**config.mk**
```make
export PLATFORM = sky130hd
export DESIGN_NAME = m2vblkseq
export DESIGN_NICKNAME = d
export VERILOG_FILES = /design/src/rtl/m2vblkseq.sv
export SDC_FILE = /design/constraint.sdc
export NUM_CORES = 1
export LEC_CHECK = 0
export BUFFER_PORTS_ARGS = -buffer_cell sky130_fd_sc_hd__buf_2
export CORE_ASPECT_RATIO = 0.7
export CORE_MARGIN = 4
export CORE_UTILIZATION = 56
export DETAILED_ROUTE_END_ITERATION = 7
export GPL_TIMING_DRIVEN = 0
export HOLD_SLACK_MARGIN = 0.15
export PLACE_DENSITY_LB_ADDON = 0.3
export SETUP_SLACK_MARGIN = 0.05
export SLEW_MARGIN = 20
export SYNTH_ARGS = -nofsm -noshare
export SYNTH_HDL_FRONTEND = slang
export SYNTH_SLANG_ARGS = --single-unit
```
**constraint.sdc**
```tcl
create_clock -name clk -period 2.45 [get_ports clk]
set_clock_uncertainty 0.05 [all_clocks]
set_input_delay 0.245 -clock clk [delete_from_list [all_inputs] [get_ports clk]]
set_output_delay 0.245 -clock clk [all_outputs]
set_load 0.02 [all_outputs]
```
**src/rtl/m2vblkseq.sv**
```systemverilog
// m2vblkseq -- per-macroblock block sequencer for the inverse-scan/dequantizer.
//
// Accepts one macroblock command, then walks its NUM_BLOCKS blocks in order.
// For every block it issues the ISDQ block_start (and, for coded blocks,
// block_end) handshake, holds the block sideband stable for the whole block,
// and tells the coefficient VLD when to decode. Watchdog and overrun errors are
// sticky until reset or softreset.
//
// Ports:
//   clk, reset_n (async, active low), softreset (sync clear)
//   mb_start/mb_cbp/mb_intra/mb_skip : macroblock command
//   mb_busy, mb_done                 : macroblock status
//   ready_isdq, block_start, block_end, blk_enable, blk_coded, blk_index : ISDQ side
//   vld_start, vld_eob               : coefficient VLD side
//   err_timeout, err_overrun         : sticky error flags
module m2vblkseq #(
  parameter int NUM_BLOCKS = 6,
  parameter int TIMEOUT    = 4095
) (
  input  logic       clk,
  input  logic       reset_n,
  input  logic       softreset,
  input  logic       mb_start,
  input  logic [7:0] mb_cbp,
  input  logic       mb_intra,
  input  logic       mb_skip,
  output logic       mb_busy,
  output logic       mb_done,
  input  logic       ready_isdq,
  output logic       block_start,
  output logic       block_end,
  output logic       blk_enable,
  output logic       blk_coded,
  output logic [2:0] blk_index,
  output logic       vld_start,
  input  logic       vld_eob,
  output logic       err_timeout,
  output logic       err_overrun
);

  typedef enum logic [2:0] {
    S_IDLE, S_WAIT_RDY, S_START, S_HOLD, S_DECODE, S_END, S_NEXT
  } state_t;

  localparam logic [2:0]  LAST_IDX  = 3'(NUM_BLOCKS - 1);
  // The counter starts at 0 in the first cycle of a state, so matching
  // TIMEOUT-1 means the limit is reached on this edge.
  localparam logic [11:0] WDOG_LAST = 12'(TIMEOUT - 1);

  state_t      r_state;
  logic [7:0]  r_cbp;
  logic        r_en;
  logic [2:0]  r_index;
  logic [11:0] r_wdog;
  logic        r_mb_busy, r_mb_done, r_block_start, r_block_end;
  logic        r_blk_enable, r_blk_coded, r_vld_start;
  logic        r_err_timeout, r_err_overrun;

  logic       w_last;
  logic [2:0] w_index_next;
  logic       w_coded_cur;
  logic       w_coded_next;
  logic       w_wdog_hit;

  // Block i owns pattern bit (NUM_BLOCKS-1-i); bits above the block count are
  // never selected.
  assign w_last       = (r_index == LAST_IDX);
  assign w_index_next = r_index + 3'd1;
  assign w_coded_cur  = r_cbp[LAST_IDX - r_index] & r_en;
  assign w_coded_next = r_cbp[LAST_IDX - w_index_next] & r_en;
  assign w_wdog_hit   = (r_wdog == WDOG_LAST);

  always_ff @(posedge clk or negedge reset_n) begin
    if (!reset_n) begin
      r_state       <= S_IDLE;
      r_cbp         <= '0;
      r_en          <= 1'b0;
      r_index       <= '0;
      r_wdog        <= '0;
      r_mb_busy     <= 1'b0;
      r_mb_done     <= 1'b0;
      r_block_start <= 1'b0;
      r_block_end   <= 1'b0;
      r_blk_enable  <= 1'b0;
      r_blk_coded   <= 1'b0;
      r_vld_start   <= 1'b0;
      r_err_timeout <= 1'b0;
      r_err_overrun <= 1'b0;
    end else if (softreset) begin
      r_state       <= S_IDLE;
      r_cbp         <= '0;
      r_en          <= 1'b0;
      r_index       <= '0;
      r_wdog        <= '0;
      r_mb_busy     <= 1'b0;
      r_mb_done     <= 1'b0;
      r_block_start <= 1'b0;
      r_block_end   <= 1'b0;
      r_blk_enable  <= 1'b0;
      r_blk_coded   <= 1'b0;
      r_vld_start   <= 1'b0;
      r_err_timeout <= 1'b0;
      r_err_overrun <= 1'b0;
    end else begin
      // Single-cycle pulses and the watchdog default to idle; the watchdog
      // only counts in the branches that stay in WAIT_RDY or DECODE.
      r_mb_done     <= 1'b0;
      r_block_start <= 1'b0;
      r_block_end   <= 1'b0;
      r_vld_start   <= 1'b0;
      r_wdog        <= '0;

      if (mb_start && (r_state != S_IDLE))
        r_err_overrun <= 1'b1;

      case (r_state)
        S_IDLE: begin
          if (mb_start) begin
            r_cbp     <= mb_skip ? 8'h00 : (mb_intra ? 8'hFF : mb_cbp);
            r_en      <= ~mb_skip;
            r_index   <= '0;
            r_mb_busy <= 1'b1;
            r_state   <= S_WAIT_RDY;
          end
        end
        S_WAIT_RDY: begin
          if (ready_isdq) begin
            r_block_start <= 1'b1;
            r_blk_enable  <= r_en;
            r_blk_coded   <= w_coded_cur;
            r_state       <= S_START;
          end else if (w_wdog_hit) begin
            // Flag and keep waiting; a block never starts without ready.
            r_err_timeout <= 1'b1;
          end else begin
            r_wdog <= r_wdog + 12'd1;
          end
        end
        S_START: begin
          r_vld_start <= r_blk_coded;
          r_state     <= S_HOLD;
        end
        S_HOLD: begin
          // ready_isdq is stale here; uncoded blocks close inside ISDQ.
          if (r_blk_coded) begin
            r_state <= S_DECODE;
          end else begin
            r_mb_done <= w_last;
            if (w_last) r_mb_busy <= 1'b0;
            r_state <= S_NEXT;
          end
        end
        S_DECODE: begin
          if (vld_eob) begin
            r_block_end <= 1'b1;
            r_state     <= S_END;
          end else if (w_wdog_hit) begin
            r_err_timeout <= 1'b1;
            r_block_end   <= 1'b1;
            r_state       <= S_END;
          end else begin
            r_wdog <= r_wdog + 12'd1;
          end
        end
        S_END: begin
          r_mb_done <= w_last;
          if (w_last) r_mb_busy <= 1'b0;
          r_state <= S_NEXT;
        end
        S_NEXT: begin
          if (w_last) begin
            r_state <= S_IDLE;
          end else begin
            r_index <= w_index_next;
            // The ready check of WAIT_RDY is folded in here so uncoded
            // blocks can start every third cycle.
            if (ready_isdq) begin
              r_block_start <= 1'b1;
              r_blk_enable  <= r_en;
              r_blk_coded   <= w_coded_next;
              r_state       <= S_START;
            end else begin
              r_state <= S_WAIT_RDY;
            end
          end
        end
        default: r_state <= S_IDLE;
      endcase
    end
  end

  assign mb_busy     = r_mb_busy;
  assign mb_done     = r_mb_done;
  assign block_start = r_block_start;
  assign block_end   = r_block_end;
  assign blk_enable  = r_blk_enable;
  assign blk_coded   = r_blk_coded;
  assign blk_index   = r_index;
  assign vld_start   = r_vld_start;
  assign err_timeout = r_err_timeout;
  assign err_overrun = r_err_overrun;

endmodule

```
==> impl_results.md <==
- Hold Vio Cnt, Final: 0
- Die Height: 56.7 um
- Sequential Power Share: 47.5%
- Cell Chain, Critical Path: clkbuf_1 > inv_1 > ha_1 > and2_1 > o2bb2ai_2 > a21oi_2 > or4b_1 > nand2_1
- Slowest stage delay, CP: 0.50 ns
- Total power: 1.36 mW
- PD cells: 619 mW/mm2
- Internal power: 1.00 mW
- Vias: 1589
- Peak VDD IR: 0.000297 V
- Total CTS buffers: 5
- First-pass GRT wire length: 6.85 mm
- Pre-CTS setup slack: 0.376 ns
- Hold/Removal Path Class: in -> reg
- Switching Share: 26.3%
- Initial antenna violation count: 0
- Leakage: 1.01 nW
- Synthesized cell area: 0.00190 mm2
- Top cell family by delay on the critical path: simple AND/OR/NAND/NOR gates
- Maximum capacitance violations: 0
- Hold WS: 0.187 ns
- Max-slew violations: 0
- Data required, critical path: 2.63 ns
- Synth warn: 0
- DR WL/cell: 14.4 um
- Number of H-tree levels: 2
- Routing usage on met2: 26.7%
- Remaining global-route overflow: 0
- Syn Area/Cell: 9.49 um2
- Die Wd: 77.6 um
- Status: complete, no violations
- Inserted Diodes: 0
- Number of fill cells in the layout: 241
- Initial Util: 59.5%
- Core outline area: 0.00319 mm2
- Crit. End Element: flop
- CP Class: reg -> reg
- Slew margin rel.: 48.5%
- Max Fanout on Critical Path: 7
- Max stage delay cell, worst path: or4b_1
- Setup TNS: 0 ns
- Worst-margin pin slew: 0.773 ns
- Reg area: 901 um2
- Synth async-reset ratio: 100%
- Most used DFF post-synth: dfrtp_1
- Row cnt: 17
- Top-area cell type share of the netlist area: 47.5%
- CP bufs+invs: 2
- Postcts setup bufs: 0
- Hpwl dp: 2.86 mm
- Switching power: 359 uW
- Clock Power Share: 37.8%
- Vias in the first global route: 1517
- Number of enable flip-flop cells after synthesis: 0
- CP Launch Type: flop
- Sequential area share after synthesis: 47.5%
- CTS tree: built
- Root buffer cell: clkbuf_8
- Highest clock rate: 477 MHz
- Layout Nets: 255
- Top Usage Layer GRT: met1
- Crit path time final: 2.10 ns
- Post-route setup slack: 0.355 ns
- Hold buffers post-CTS: 1
- Post-route ant nets: 0
- Buffers from clock root to sink, at most: 2
- Drt drc: 0
- Top-count cell post-synth: dfrtp_1
- First-pass DRT Iterations: 4
- Top cells by area, synth: dfrtp_1, nor2_1, o21ai_0
- Combinational Power Share: 14.7%
- CTS sink count: 36
- Finished Core Util: 69.0%
- Layout area overhead: 16.0%
- Clock Latency Late Sink: 0.29 ns
- Worst EP arrival: 2.28 ns
- Post-synth net total: 220
- Cell variety after synth: 42
- Area leader, netlist: dfrtp_1
- GRT Total Usage: 19.9%
- Pin count of the biggest net entering global routing: 37
- Worst-path clk slew: 0.07 ns
- Detailed-route wire length: 3.96 mm
- PostCTS Resize Cnt: 0
- Most frequent cells after synthesis: dfrtp_1, nor2_1, nand2_1
- Area of the multi-input gates: 930 um2
- Yosys reg bits: 36
- Initial DRC count: 170
- Layout cells sized above 1: 22.0%
- Met3 GRT Util: 5.45%
- Cells after synthesis: 200
- I/O Pins: 28
- RSZ-0062 raised after global routing: false
- Gp weighted congestion: 0.887
- Vias/cell: 5.80
- Met1 usage: 29.7%
- Final setup fails: 0
- # port buffers: 27
- Die area: 0.00440 mm2
- Fin crit share: 85.5%
## state kept, by name, indices dropped and copies added (netlist names)
name / count
r_wdog: 12
vld_start: 1
blk_coded: 1
err_overrun: 1
r_en: 1
blk_enable: 1
block_end: 1
blk_index: 3
err_timeout: 1
r_state: 3
mb_busy: 1
mb_done: 1
block_start: 1
r_cbp: 8
## stage by stage
stage	cell area, um2	instances
floorplan	1900	200
global placement	2080	265
detailed placement	2080	265
CTS	2200	274
global route	2200	274
finish	2200	274
## final timing paths
| check | endpoint | slack [ns] | startpoint | depth (start not counted) |
|---|---|---|---|---|
| worst max-delay path | blk_index[2]$_DFFE_PN0P_ | 0.35 | blk_index[1]$_DFFE_PN0P_ | 8 |
| max in group asynchronous | r_wdog[10]$_DFF_PN0_ | 1.35 | reset_n | 2 |
| worst min register to register | err_overrun$_DFFE_PN0P_ | 0.44 | err_overrun$_DFFE_PN0P_ | 2 |
| worst max register to register | blk_index[2]$_DFFE_PN0P_ | 0.35 | blk_index[1]$_DFFE_PN0P_ | 8 |
| min in group asynchronous | r_state[0]$_DFFE_PN0P_ | 0.51 | reset_n | 2 |
| worst min-delay path | r_cbp[0]$_DFFE_PN0P_ | 0.19 | mb_cbp[0] | 3 |
## routing by layer
layer  wire length, um  vias to the layer above
li1                  -                      777
met1              2030                      749
met2              1600                       54
met3               259                        9
met4                65                        0
met5                 0                        -
## tightest hold or removal path, delay by kind of cell
family	cells	cell delay [ns]
buffers and inverters	1	0.07
AO/OA/AOI/OAI	2	0.18
## placed cells by master (no fill, tap or decap), drive strengths merged, types with 4 or more instances in the layout
cell	count
a21oi	9
a31oi	4
buf	34
clkbuf	7
dfrtp	36
ha	4
inv	5
nand2	22
nand3	7
nor2	30
o21ai	19
xor2	8
## kinds of logic after synthesis
family,count (synthesis),share of synthesized area [%]
simple gates,86,22.7
compound gates,42,13.4
flops,36,47.5
buf+inv,14,3.56
xor+xnor,11,5.08
mux,7,5.14
fa+ha+maj,4,2.64
## power groups by stage
stage	Sequential, mW	Combinational [mW]	Clock (mW)
final	0.648	0.201	0.516
after global routing	0.652	0.225	0.552
after global placement	0.659	0.194	0
after floorplan	0.661	0.128	0
after CTS	0.647	0.202	0.524
after detailed placement	0.658	0.200	0
## layout make-up
cell class / instances / share of cell area, %
plain buffers: 9 / 2.22
multi-input cells: 150 / 42.2
repair buffers: 28 / 6.59
clock inverters: 3 / 1.93
well taps: 38 / 2.16
clock buffers: 5 / 3.13
flip-flops and latches: 36 / 40.9
inverters: 5 / 0.852
No activity file was read; power rests on OpenSTA's default activity.
